File: src/rtl/pll_lock_pkg.sv
// Shared types and constants for the PLL lock qualifier.
package pll_lock_pkg;

    // Width of the qualification, timeout and hold-off counters.
    localparam int CNT_W = 16;

    // Width and ceiling of the loss event counter.
    localparam int                    LOSS_CNT_W   = 8;
    localparam logic [LOSS_CNT_W-1:0] LOSS_CNT_MAX = 8'hFF;

    // Qualifier FSM states.
    typedef enum logic [1:0] {
        WAIT    = 2'd0,
        QUAL    = 2'd1,
        LOCKED  = 2'd2,
        HOLDOFF = 2'd3
    } lock_state_e;

    // Increment that sticks at the given ceiling instead of wrapping.
    function automatic logic [CNT_W-1:0] sat_inc(input logic [CNT_W-1:0] val,
                                                 input logic [CNT_W-1:0] ceil);
        sat_inc = (val >= ceil) ? ceil : val + CNT_W'(1);
    endfunction

endpackage

File: src/rtl/sync_2ff.sv
// Generic two-flop synchroniser for asynchronous level inputs.
// Synchronous active-low reset drives both stages to zero.
module sync_2ff #(
    parameter int WIDTH = 1
) (
    input  logic             clk_i,
    input  logic             rst_ni,
    input  logic [WIDTH-1:0] d_i,
    output logic [WIDTH-1:0] q_o
);

    logic [WIDTH-1:0] meta_d, meta_q;
    logic [WIDTH-1:0] sync_d, sync_q;

    // Next values of the two stages: input into stage one, stage one into two.
    always_comb begin
        meta_d = d_i;
        sync_d = meta_q;
    end

    // Synchroniser flops.
    always_ff @(posedge clk_i) begin
        if (!rst_ni) begin
            meta_q <= '0;
            sync_q <= '0;
        end else begin
            meta_q <= meta_d;
            sync_q <= sync_d;
        end
    end

    assign q_o = sync_q;

endmodule

File: src/rtl/pll_lock_qualifier.sv
// PLL lock qualifier: turns a raw, glitchy lock indication into a clean lock
// level for the reset generator, with dropout filtering, hold-off after a
// genuine loss and sticky loss/timeout status.
module pll_lock_qualifier
    import pll_lock_pkg::*;
#(
    parameter int QUAL_CYCLES    = 1024,
    parameter int LOSS_FILTER    = 4,
    parameter int HOLDOFF_CYCLES = 256,
    parameter int TIMEOUT_CYCLES = 65535
) (
    input  logic                  clk_i,
    input  logic                  rst_ni,
    input  logic                  pll_lock_i,
    input  logic                  test_mode_i,
    input  logic                  clr_status_i,
    output logic                  lock_o,
    output logic                  lock_lost_o,
    output logic                  timeout_o,
    output logic [LOSS_CNT_W-1:0] loss_cnt_o,
    output logic [1:0]            dbg_state_o
);

    // State encodings as plain vectors.
    localparam logic [1:0] ST_WAIT    = 2'(WAIT);
    localparam logic [1:0] ST_QUAL    = 2'(QUAL);
    localparam logic [1:0] ST_LOCKED  = 2'(LOCKED);
    localparam logic [1:0] ST_HOLDOFF = 2'(HOLDOFF);

    // Terminal counts, pre-sized to the counters they are compared with.
    localparam logic [CNT_W-1:0]      QUAL_LAST = CNT_W'(QUAL_CYCLES - 1);
    localparam logic [LOSS_CNT_W-1:0] LOSS_LAST = LOSS_CNT_W'(LOSS_FILTER - 1);
    localparam logic [CNT_W-1:0]      HOLD_LAST = CNT_W'(HOLDOFF_CYCLES - 1);
    localparam logic [CNT_W-1:0]      TO_MAX    = CNT_W'(TIMEOUT_CYCLES);
    localparam logic                  TO_EN     = (TIMEOUT_CYCLES != 0);

    logic                  lock_s;

    logic [1:0]            state_d, state_q;
    logic [CNT_W-1:0]      qual_cnt_d, qual_cnt_q;
    logic [LOSS_CNT_W-1:0] low_cnt_d, low_cnt_q;
    logic [CNT_W-1:0]      hold_cnt_d, hold_cnt_q;
    logic [CNT_W-1:0]      to_cnt_d, to_cnt_q;
    logic                  lock_d, lock_q;
    logic                  lock_lost_d, lock_lost_q;
    logic                  timeout_d, timeout_q;
    logic [LOSS_CNT_W-1:0] loss_cnt_d, loss_cnt_q;

    logic                  loss_evt;
    logic                  to_evt;

    // Bring the raw lock into the clock domain.
    sync_2ff #(
        .WIDTH (1)
    ) u_sync (
        .clk_i  (clk_i),
        .rst_ni (rst_ni),
        .d_i    (pll_lock_i),
        .q_o    (lock_s)
    );

    // Qualification FSM: stability window, dropout filter and hold-off.
    always_comb begin
        state_d    = state_q;
        qual_cnt_d = qual_cnt_q;
        low_cnt_d  = low_cnt_q;
        hold_cnt_d = hold_cnt_q;
        loss_evt   = 1'b0;
        case (state_q)
            ST_WAIT: begin
                // The sample that leaves WAIT is the first qualifying one.
                if (lock_s) begin
                    state_d    = ST_QUAL;
                    qual_cnt_d = CNT_W'(1);
                end
            end
            ST_QUAL: begin
                if (!lock_s) begin
                    state_d    = ST_WAIT;
                    qual_cnt_d = '0;
                end else if (qual_cnt_q == QUAL_LAST) begin
                    state_d    = ST_LOCKED;
                    qual_cnt_d = '0;
                    low_cnt_d  = '0;
                end else begin
                    qual_cnt_d = qual_cnt_q + CNT_W'(1);
                end
            end
            ST_LOCKED: begin
                if (lock_s) begin
                    low_cnt_d = '0;
                end else if (low_cnt_q == LOSS_LAST) begin
                    state_d    = ST_HOLDOFF;
                    low_cnt_d  = '0;
                    hold_cnt_d = '0;
                    loss_evt   = 1'b1;
                end else begin
                    low_cnt_d = low_cnt_q + LOSS_CNT_W'(1);
                end
            end
            ST_HOLDOFF: begin
                // The PLL is ignored here so a flapping lock cannot bounce
                // straight back into qualification.
                if (hold_cnt_q == HOLD_LAST) begin
                    state_d    = ST_WAIT;
                    hold_cnt_d = '0;
                end else begin
                    hold_cnt_d = hold_cnt_q + CNT_W'(1);
                end
            end
            default: begin
                state_d    = ST_WAIT;
                qual_cnt_d = '0;
                low_cnt_d  = '0;
                hold_cnt_d = '0;
            end
        endcase
    end

    // Timeout counter: runs while not locked, saturates, fires once on arrival.
    always_comb begin
        to_cnt_d = '0;
        if (state_q == ST_WAIT || state_q == ST_QUAL) begin
            if (state_d == ST_LOCKED) begin
                to_cnt_d = '0;
            end else begin
                to_cnt_d = sat_inc(to_cnt_q, TO_MAX);
            end
        end
        // Only the transition onto the ceiling fires, so a cleared timeout
        // stays clear while the counter sits saturated.
        to_evt = TO_EN && (to_cnt_q != TO_MAX) && (to_cnt_d == TO_MAX);
    end

    // Sticky status and lock output; a set event beats a same-cycle clear.
    always_comb begin
        lock_d = (state_d == ST_LOCKED);

        if (loss_evt) begin
            lock_lost_d = 1'b1;
        end else if (clr_status_i) begin
            lock_lost_d = 1'b0;
        end else begin
            lock_lost_d = lock_lost_q;
        end

        if (loss_evt) begin
            if (clr_status_i) begin
                loss_cnt_d = LOSS_CNT_W'(1);
            end else if (loss_cnt_q == LOSS_CNT_MAX) begin
                loss_cnt_d = loss_cnt_q;
            end else begin
                loss_cnt_d = loss_cnt_q + LOSS_CNT_W'(1);
            end
        end else if (clr_status_i) begin
            loss_cnt_d = '0;
        end else begin
            loss_cnt_d = loss_cnt_q;
        end

        if (to_evt) begin
            timeout_d = 1'b1;
        end else if (clr_status_i) begin
            timeout_d = 1'b0;
        end else begin
            timeout_d = timeout_q;
        end
    end

    // All qualifier state flops.
    always_ff @(posedge clk_i) begin
        if (!rst_ni) begin
            state_q     <= ST_WAIT;
            qual_cnt_q  <= '0;
            low_cnt_q   <= '0;
            hold_cnt_q  <= '0;
            to_cnt_q    <= '0;
            lock_q      <= 1'b0;
            lock_lost_q <= 1'b0;
            timeout_q   <= 1'b0;
            loss_cnt_q  <= '0;
        end else begin
            state_q     <= state_d;
            qual_cnt_q  <= qual_cnt_d;
            low_cnt_q   <= low_cnt_d;
            hold_cnt_q  <= hold_cnt_d;
            to_cnt_q    <= to_cnt_d;
            lock_q      <= lock_d;
            lock_lost_q <= lock_lost_d;
            timeout_q   <= timeout_d;
            loss_cnt_q  <= loss_cnt_d;
        end
    end

    // Test mode overrides lock without disturbing the FSM.
    assign lock_o      = lock_q | test_mode_i;
    assign lock_lost_o = lock_lost_q;
    assign timeout_o   = timeout_q;
    assign loss_cnt_o  = loss_cnt_q;
    assign dbg_state_o = state_q;

endmodule

File: config.mk
export PLATFORM = sky130hd
export DESIGN_NAME = pll_lock_qualifier
export DESIGN_NICKNAME = d
export VERILOG_FILES = /design/src/rtl/pll_lock_pkg.sv /design/src/rtl/sync_2ff.sv /design/src/rtl/pll_lock_qualifier.sv
export SDC_FILE = /design/constraint.sdc
export NUM_CORES = 1
export LEC_CHECK = 0
export BUFFER_PORTS_ARGS = -buffer_cell sky130_fd_sc_hd__buf_2
export CAP_MARGIN = 20
export CORE_UTILIZATION = 43
export CTS_CLUSTER_SIZE = 25
export DETAILED_ROUTE_END_ITERATION = 10
export GPL_TIMING_DRIVEN = 0
export PLACE_DENSITY = 0.6
export SLEW_MARGIN = 25
export SYNTH_ARGS = -nofsm -noshare
export SYNTH_HDL_FRONTEND = slang
export SYNTH_SLANG_ARGS = --single-unit
File: constraint.sdc
create_clock -name clk_i -period 2.5 [get_ports clk_i]
set_clock_uncertainty 0.2 [all_clocks]
set_input_delay 0.375 -clock clk_i [delete_from_list [all_inputs] [get_ports clk_i]]
set_output_delay 0.375 -clock clk_i [all_outputs]
set_load 0.01 [all_outputs]
==> metrics.md <==
| Metric | Value |
|---|---|
| Via count | 2972 |
| Final core utilization | 50.9% |
| Internal | around 1700 uW |
| Multi-input logic area | 2020 um2 |
| CP Data Arrival Time | roughly 2.4 ns |
| Reg-to-reg setup timing slack | 0.22 ns |
| Vias per cell | ~5.5 |
| Max Freq | roughly 0.44 GHz |
| Mapped cell area | 3520 um2 |
| Placement Cell Area | between 3000 and 4000 um2 |
| First-pass GRT wire length | 12800 um |
| Largest fanout on the critical path | 6 |
| Share of post-route cells with drive strength above 1 | between 10% and 20% |
| Slowest cell on the critical path | dfxtp_1 |
| Most frequent cells in the layout | 70 x dfxtp_1, 48 x nor2_1, 29 x nand3_1, 28 x nand2_1, 28 x a21oi_1 |
| Setup TNS Final | 0 ns |
| Synth area leader | dfxtp_1 |
| Nets | between 400 and 500 |
| Vias in the first global route | roughly 2700 |
| Commonest non-fill, non-tap cell in the layout | dfxtp_1 |
| Seq. cell area | around 1400 um2 |
| Synth top area share | between 40% and 50% |
| Starting DRC count in detailed routing | 89 |
| Max Cap Viol | 0 |
| Chip Width | 92.5 um |
| GR peak layer | met2 |
| Worst skew pair latency | between 0.3 and 0.4 ns |
| Num ports | 18 |
| RSZ-0062 raised after global routing | false |
| Most used DFF post-synth | dfxtp_1 |
| # DRC | 0 |
| Final min period | 2.28 ns |
| Worst vdd ir | 0.000332 V |
| Core area | 7810 um2 |
| Initial Utilization | between 40 and 50% |
| Sequential fraction of design power | a little over half |
| # diodes | 0 |
| Fin crit share | between 90% and 100% |
| Fillers | 767 |
| Worst path max stage delay | between 0.4 and 0.5 ns |
| Initial antenna violation count | 0 |
| Async set-reset flop share out of synthesis | 0% |
| Area growth, synth to finish | 12.9% |
| Setup crit start | to_cnt_q[3]$_SDFF_PN0_ |
| Setup CP Type | reg2reg |
| Pwr/cell area | approximately 560 nW/um2 |
| Die ar. | between 8000 and 9000 um2 |
| Startpoint Class | flip-flop |
| Total grt overflow | 0 |
| Psw | between 500 and 600 uW |
| Pre-antenna DRT Iters | 4 |
| CP Cell Sequence | nand4_1 -> nor4_4 -> mux2_2 -> a2111oi_2 -> a32o_1 |
| Synthesized instance count | 408 |
| Final WL | around 7400 um |
| DR WL/cell | about 14 um |
| Setup crit end | timeout_o$_SDFFE_PN0P_ |
| Port buffer count | 17 |
| Sw Ratio | 24.1% |
| Gr usage total | about a fifth |
| Row count | 32 |
| R2R depth | 5 |
| Met2 Use GR | just under 30% |
| Die Y | ~92 um |
| Hold slack final | slightly above 0.04 ns |
| Final instance area | 3980 um2 |
| CP Capture Type | flip-flop |
| Slew margin rel. | between 50 and 60% |
| Reg2reg end | timeout_o$_SDFFE_PN0P_ |
| Endpoints failing hold | 0 |
| # setup viols final | 0 |
| Met3 GRT Util | roughly 3.5% |
| P_leak | about 0.0013 uW |
| CTS tree | built |
| Met1 usage | between 20 and 25% |
| Clock share of power | around 43% |
| CTS Root Cell | clkbuf_8 |
| Final ANT Viol Nets | 0 |
| Total CTS buffers | 9 |
| Logic gate share of total power | approximately 5% |
| Synthesis Warnings | 0 |
| Hold crit path type | in2reg |
| Number of flops mapped to enable cells by yosys | 0 |
| Synthesized area per cell | 8.63 um2 |
| CTS clock-pin slew for the worst setup and hold paths | roughly 0.080 ns |
| Dpl hpwl | roughly 5000 um |
| Pins Over Slew Limit | 0 |
| Max Root-Sink Buffers | 2 |
| Largest net degree at the start of global routing | 13 |
| Synthesized Nets | around 420 |
| Worst-Margin Slew | between 0.6 and 0.7 ns |
| Critical Path RT | roughly 2.6 ns |
| Status | finished, final reports clean |
| H-tree Lvls | 3 |
| R2R Path Start | to_cnt_q[3]$_SDFF_PN0_ |
| Routability Congestion | between 0.8 and 0.9 |
| Register area share after synthesis | approximately two fifths |
| Synth cell types | 55 |
| FF+latch count, synth | between 70 and 80 |
| Synth area leaders | dfxtp_1 40%, xnor2_1 6.2%, nor2_1 5.1%, nand3_1 4.3%, a21oi_1 4.0% |
| Clock sink count | between 70 and 80 |
-- cell usage after synthesis, types with 2 or more instances --
cell and number:
a21oi_1 28, a22oi_1 2, a31oi_1 6, a41o_1 2, and2_1 8, and3_1 2
and4_1 8, buf_2 7, clkbuf_1 8, dfxtp_1 71, ha_1 5, inv_1 11
mux2i_1 5, nand2_1 28, nand2b_1 2, nand3_1 30, nand4_1 12, nor2_1 48
nor2b_1 3, nor3_1 16, nor3b_1 3, nor4_1 9, nor4b_1 3, o211a_1 2
o211ai_1 3, o21ai_0 10, o21ai_2 2, o221a_2 2, o31ai_1 3, or3_1 5
or4_1 5, xnor2_1 25, xor2_1 12
-- per-layer routing --
metal	share of wire, %	vias up
met5	0	-
met4	2.3	0
met3	2.2	11
met2	45	33
met1	50	1380
li1	-	1548
-- flip-flops by register name, indices dropped and copies added (netlist names) --
signal and count:
low_cnt_q 8, to_cnt_q 16, hold_cnt_q 16, lock_q 1
u_sync.meta_q 1, loss_cnt_o 8, lock_lost_o 1, dbg_state_o 2
u_sync.q_o 1, timeout_o 1, qual_cnt_q 16
-- critical path, delay by kind of cell, from the launching register on --
kind	cells	cell delay (ns)
AOI/OAI and AO/OA	2	0.57
DFF	1	0.44
muxes	1	0.37
and+or+nand+nor	2	0.64
-- what timing repair did --
action | in CTS | in global routing
setup buffers | 0 | 0
gates resized for setup | 0 | 8
endpoints found under the setup margin | 0 | 11
hold buffers | 0 | 0
-- power by group through the flow --
| stage | Clock (uW) | Sequential (uW) | Combinational (uW) |
|---|---|---|---|
| finish | 960 | 1160 | 112 |
| global route | 1040 | 1160 | 127 |
| CTS | 986 | 1160 | 111 |
| detailed placement | 0 | 1190 | 110 |
| global placement | 0 | 1190 | 110 |
| floorplan | 0 | 1180 | 77.6 |
-- through the flow --
stage / total power [uW] / cells / worst slack [ns]
finish: 2230 / 543 / 0.216
global route: 2330 / 543 / 0.0518
CTS: 2260 / 543 / 0.00969
detailed placement: 1300 / 527 / 0.0341
global placement: 1300 / 527 / 0.0589
floorplan: 1260 / 408 / 0.370
-- logic make-up after synthesis --
| group | synth area share [%] |
|---|---|
| XOR/XNOR | 9.20 |
| multiplexers | 1.74 |
| AO/OA/AOI/OAI | 13.6 |
| flip-flops | 40.4 |
| AND/OR/NAND/NOR | 30.1 |
| buffers and inverters | 3.13 |
| adder cells (fa/ha/maj) | 1.78 |
-- cell type report --
cell class	count	area share, %
Tap cell	102	3.21
Buffer	15	1.67
Clock inverter	5	1.42
Clock buffer	11	3.81
Sequential cell	71	35.8
Timing Repair Buffer	17	2.14
Multi-Input combinational cell	310	50.8
Inverter	12	1.13
-- worst min-delay path by stage --
stage,startpoint,end,slack [ns],depth (start not counted)
6_report,pll_lock_i,u_sync.meta_q$_SDFF_PN0_,0.04,2
5_1_grt,pll_lock_i,u_sync.meta_q$_SDFF_PN0_,0.06,2
4_1_cts,pll_lock_i,u_sync.meta_q$_SDFF_PN0_,0.04,2
3_5_place_dp,u_sync.meta_q$_SDFF_PN0_,u_sync.q_o$_SDFF_PN0_,0.22,1
3_3_place_gp,u_sync.meta_q$_SDFF_PN0_,u_sync.q_o$_SDFF_PN0_,0.23,1
2_1_floorplan,u_sync.meta_q$_SDFF_PN0_,u_sync.q_o$_SDFF_PN0_,0.21,1
(Power assumes the default switching activity.)
